**config.mk**
```make
export PLATFORM = sky130hd
export DESIGN_NAME = nibble_key_sched
export DESIGN_NICKNAME = d
export VERILOG_FILES = /design/src/rtl/nibble_key_sched.sv
export SDC_FILE = /design/constraint.sdc
export NUM_CORES = 1
export LEC_CHECK = 0
export ABC_AREA = 1
export BUFFER_PORTS_ARGS = -buffer_cell sky130_fd_sc_hd__buf_2
export CORE_ASPECT_RATIO = 0.5
export CORE_MARGIN = 10
export CORE_UTILIZATION = 41
export CTS_CLUSTER_DIAMETER = 200
export DETAILED_ROUTE_END_ITERATION = 6
export GPL_ROUTABILITY_DRIVEN = 0
export GPL_TIMING_DRIVEN = 0
export SLEW_MARGIN = 30
export SYNTH_ARGS = -nofsm -noshare
export SYNTH_HDL_FRONTEND = slang
export SYNTH_SLANG_ARGS = --single-unit
```
**constraint.sdc**
```tcl
create_clock -name clk -period 1.6 [get_ports clk]
set_input_delay 0.24 -clock clk [delete_from_list [all_inputs] [get_ports clk]]
set_output_delay 0.24 -clock clk [all_outputs]
set_load 0.01 [all_outputs]
```
**src/rtl/nibble_key_sched.sv**
```systemverilog
// Nibble-serial key scheduler: pairs each accepted plaintext nibble with its
// XOR against the next key nibble and presents both, plus the select, as a registered triple.
module nibble_key_sched #(
  parameter int KEY_W = 16
) (
  input  logic             clk,
  input  logic             rst,
  input  logic             key_load,
  input  logic [KEY_W-1:0] key_in,
  input  logic             in_valid,
  input  logic [3:0]       in_nib,
  input  logic             enc_en,
  output logic             in_ready,
  output logic             out_valid,
  input  logic             out_ready,
  output logic [3:0]       in1,
  output logic [3:0]       in2,
  output logic             sel,
  output logic             key_valid,
  output logic [15:0]      nib_cnt
);

  localparam int NIBS  = KEY_W / 4;
  localparam int PTR_W = (NIBS > 1) ? $clog2(NIBS) : 1;
  localparam logic [PTR_W-1:0] PTR_LAST = PTR_W'(NIBS - 1);

  typedef enum logic [0:0] {
    NOKEY = 1'b0,
    RUN   = 1'b1
  } state_t;

  state_t           state_q, state_d;
  logic [KEY_W-1:0] key_q, key_d;
  logic [PTR_W-1:0] ptr_q, ptr_d;
  logic [15:0]      cnt_q, cnt_d;
  logic [3:0]       in1_q, in1_d;
  logic [3:0]       in2_q, in2_d;
  logic             sel_q, sel_d;
  logic             ov_q, ov_d;
  logic             accept_s;
  logic             consume_s;
  logic [3:0]       key_nib_s;

  assign key_valid = (state_q == RUN);
  assign in_ready  = key_valid && !key_load && (!ov_q || out_ready);
  assign accept_s  = in_valid && in_ready;
  assign consume_s = ov_q && out_ready;
  assign key_nib_s = key_q[{ptr_q, 2'b00} +: 4];

  assign out_valid = ov_q;
  assign in1       = in1_q;
  assign in2       = in2_q;
  assign sel       = sel_q;
  assign nib_cnt   = cnt_q;

  // Next-state: key/pointer/count bookkeeping and the output triple
  always_comb begin
    state_d = state_q;
    key_d   = key_q;
    ptr_d   = ptr_q;
    cnt_d   = cnt_q;
    in1_d   = in1_q;
    in2_d   = in2_q;
    sel_d   = sel_q;
    ov_d    = ov_q;

    case (state_q)
      NOKEY: begin
        if (key_load) begin
          state_d = RUN;
        end else begin
          state_d = NOKEY;
        end
      end
      RUN:     state_d = RUN;
      default: state_d = NOKEY;
    endcase

    // key_load never coincides with accept because it forces in_ready low
    if (key_load) begin
      key_d = key_in;
      ptr_d = {PTR_W{1'b0}};
      cnt_d = 16'd0;
    end else if (accept_s) begin
      if (ptr_q == PTR_LAST) begin
        ptr_d = {PTR_W{1'b0}};
      end else begin
        ptr_d = ptr_q + {{(PTR_W-1){1'b0}}, 1'b1};
      end
      cnt_d = cnt_q + 16'd1;
    end else begin
      ptr_d = ptr_q;
      cnt_d = cnt_q;
    end

    if (accept_s) begin
      in1_d = in_nib;
      in2_d = in_nib ^ key_nib_s;
      sel_d = enc_en;
      ov_d  = 1'b1;
    end else if (consume_s) begin
      ov_d  = 1'b0;
    end else begin
      ov_d  = ov_q;
    end
  end

  // State and datapath registers with synchronous reset
  always_ff @(posedge clk) begin
    if (rst) begin
      state_q <= NOKEY;
      key_q   <= {KEY_W{1'b0}};
      ptr_q   <= {PTR_W{1'b0}};
      cnt_q   <= 16'd0;
      in1_q   <= 4'h0;
      in2_q   <= 4'h0;
      sel_q   <= 1'b0;
      ov_q    <= 1'b0;
    end else begin
      state_q <= state_d;
      key_q   <= key_d;
      ptr_q   <= ptr_d;
      cnt_q   <= cnt_d;
      in1_q   <= in1_d;
      in2_q   <= in2_d;
      sel_q   <= sel_d;
      ov_q    <= ov_d;
    end
  end

endmodule

```
==> results.md <==
- The initialized floorplan defines 18 standard-cell rows.
- For the worst setup path, the data arrival time is 1590 ps.
- Counting flops and latches in the post-synthesis netlist gives 45.
- The clock edge transition at the registers on the reported setup and hold paths is 90 ps.
- The adder-cell share of the synthesized area is 1.20%.
- Leaving out fill and tap cells, the most frequent cell in the layout is sky130_fd_sc_hd__nand2_1.
- The number of warning messages in the yosys log is 0.
- For the pin with the worst max-slew slack, the measured transition is 486 ps.
- The area taken by flip-flops and latches is 901 um^2.
- Power spread over the standard cell area amounts to 927 nW/um^2.
- The main combinational cell family by area after synthesis is simple AND/OR/NAND/NOR gates.
- The final route contains 2,017 vias.
- Relative to the synthesized area, the layout overhead comes to 23.7%.
- The signal on the critical path passes through ha_1 -> inv_1 -> nor2_1 -> nand2_1 -> nor2_4 -> buf_4 -> nand3_1 -> nand2_1 -> nor2_1.
- The total half-perimeter wirelength after legalization and detailed placement is 3920 um.
- The portion of synthesized area spent on multiplexers is 0%.
- The count of antenna-violating nets left after detailed routing is 0.
- Entering global routing, the biggest net connects 15 pins.
- The maximum level of the CTS H-tree is 2.
- The instance area at placement is 2430 um^2.
- The floorplan step defined a core boundary enclosing 4930 um^2.
- The post-route worst setup slack is 211 ps.
- In this run the static leakage power is 1.19 nW.
- The post-detailed-routing wire length is 5080 um.
- Fill cells in the final layout number 506.
- The maximum clock frequency is 0.720 GHz.
- TritonCTS built the clock tree.
- The top fanout value on the critical path is 6.
- Headroom to the max-slew limit came out at 67.6%.
- The final max-slew violation count is 0.
- The initial antenna violation count is 0.
- The peak supply drop is 0.339 mV.
- The synthesized-area fraction occupied by and/or/nand/nor cells is 35.1%.
- The detailed router's first-iteration violation count is 101.
- The number of hold violations in the final report is 0.
- The repair_antennas step left the layout with diodes totalling 0.
- The die outline area is 8520 um^2.
- The buffers plus inverters on the worst setup path is 2.
- The post-synthesis sequential area ratio is 43.1%.
- The total negative slack is 0 ps.
- The cell family contributing the most delay on the critical path is simple AND/OR/NAND/NOR gates.
- The post-synth net total is 325.
- The library cells used most frequently in the layout, excluding fill and tap cells, are sky130_fd_sc_hd__nand2_1 (66), sky130_fd_sc_hd__nor2_1 (59), sky130_fd_sc_hd__buf_2 (54).
- The top-level port count is 54.
- The final instance count without filler cells is 428.
- In the routed design, unresolved DRC markers number 0.
- Hold is met by 160 ps.
- Setup repair after global routing left no endpoint under its margin.
- The buffer cell driving the clock tree root is sky130_fd_sc_hd__clkbuf_8.
- Counting every sink on the clock net gives 45.
- The clock passes through at most 2 buffers.
- The run finished with clean final reports.
- The total area of multi-input combinational cells is 1010 um^2.
- The total power after layout is 2.40 mW.
- Setup violations remaining at the end of the flow were counted as 0.
- The vertical extent of the die is 70.5 um.
- After routing the design area is 2580 um^2.
- The starting utilization of the core area is 42.3%.
- The wire length per cell after detailed routing is 11.9 um.
- Including well taps, the total number of placed cells is 418.
- At the end of the flow the core is filled with cells to 52.4%.
- The synthesized netlist occupies a cell area of 2090 um^2.
- The clock reaches the later pin of the worst-skew pair after 300 ps.
- Summing the areas of all xor and xnor instances in the mapped netlist gives 1.26% of the synthesized area.
- The minimum setup slack after placement is 143 ps.
- The first detailed-routing pass took 4 iterations.
- The critical path is of the flop to flop type.
- The startpoint type of the worst setup path is a flop.
- Input and output buffers added on the ports amount to 51.
- The width of the die is 121 um.
- The synthesized area per cell is 7.03 um^2.
- The number of global-route vias before repair is 1,960.
- Clock tree synthesis inserted a total of 5 buffers.
- The layout net count is 385.
- The share of cells above drive strength 1 is 22.3%.
- In this design, the stage delay of the slowest critical-path cell is 380 ps.
- The first-pass GRT wire length is 9030 um.
- The overall track demand over capacity in global routing is 12.4%.
- Summing the areas of all compound-gate instances in the mapped netlist gives 10.7% of the synthesized area.
- STA classifies the critical path endpoint as a flop.
- The post-detailed-route via-to-cell ratio is 4.71.
- The master of the slowest instance on the critical path is sky130_fd_sc_hd__dfxtp_1.
- After global routing the overflow that remains totals 0.
- The count of max-cap constraint violations is 0.
- The path class of the tightest hold or removal check is input pin to flop.
- At the worst endpoint, the required time is 1800 ps.
- The post-synthesis cell count is 297.
- The worst path needs 1390 ps of the cycle, external delays included.
- The number of different library cells in the post-synthesis netlist is 28.
- The final period utilization is 86.8%.
- The worst clock skew is 6.38 ps.
[state kept, by name, summed over array words and instances (netlist names)]
register and cells:
in2 4, ptr_q 2, nib_cnt 16, sel 1, out_valid 1, key_q 16
key_valid 1, in1 4
[area by class of cell]
type,instances,area share [%]
multi-input combinational,211,39.0
sequential,45,34.9
timing repair buffer,53,10.5
inverter,31,4.65
tap,70,3.39
clock buffer,5,2.66
clock inverter,3,2.52
buffer,10,2.47
[path summary, 6_finish.rpt]
kind / from / end / slack, ps / depth (start not counted)
worst max-delay path: nib_cnt[1]$_SDFFE_PP0P_ / nib_cnt[14]$_SDFFE_PP0P_ / 210 / 9
worst min-delay path: key_in[13] / key_q[13]$_SDFFE_PP0P_ / 160 / 3
worst max register to register: nib_cnt[1]$_SDFFE_PP0P_ / nib_cnt[14]$_SDFFE_PP0P_ / 210 / 9
worst min register to register: in1[2]$_SDFFE_PP0P_ / in1[2]$_SDFFE_PP0P_ / 460 / 2
[Yosys cell counts (all sizes together)]
library cell  number  area, um^2
xnor2              3        26.3
o21a               1        7.51
nand2             66         248
nor2              65         288
inv               28         105
nand4              1        6.26
clkbuf             3        11.3
clkinv             3        11.3
and3               1        6.26
a211oi             2        15.0
a21oi             16        80.1
nor3               5        30.0
buf                7        52.5
nor3b              1        7.51
nand3             24         148
o21ai             24         120
ha                 2        25.0
dfxtp             45         901
[worst reg2reg max path, stage by stage (launching register included)]
cell and delay (ps):
sky130_fd_sc_hd__dfxtp_1 380, sky130_fd_sc_hd__ha_1 200, sky130_fd_sc_hd__inv_1 60, sky130_fd_sc_hd__nor2_1 100
sky130_fd_sc_hd__nand2_1 90, sky130_fd_sc_hd__nor2_4 170, sky130_fd_sc_hd__buf_4 150, sky130_fd_sc_hd__nand3_1 60
sky130_fd_sc_hd__nand2_1 70, sky130_fd_sc_hd__nor2_1 30
[per-layer routing]
layer	up-vias	GRT usage [%]	share of wire, %
met4	0	2.79	0.65
met2	31	21.2	49
met1	922	15.0	46
met5	-	0	0
li1	1060	-	-
met3	4	3.45	4.3
[power breakdown]
part,switching [mW],internal [mW],total (mW)
clock network,0.390,0.620,1.01
registers,0.0208,1.16,1.18
logic,0.122,0.0822,0.204
[logic make-up after synthesis]
| logic type | after synthesis |
|---|---|
| adder cells (fa/ha/maj) | 2 |
| flip-flops | 45 |
| AO/OA/AOI/OAI | 43 |
| buffers and inverters | 41 |
| AND/OR/NAND/NOR | 163 |
| XOR/XNOR | 3 |
[repair_timing]
item | CTS | global route
hold buffers | 0 | 0
endpoints found under the setup margin | 0 | 3
resized for setup | 0 | 1
buffers inserted | 0 | 2
No activity file was read; power rests on OpenSTA's default activity.
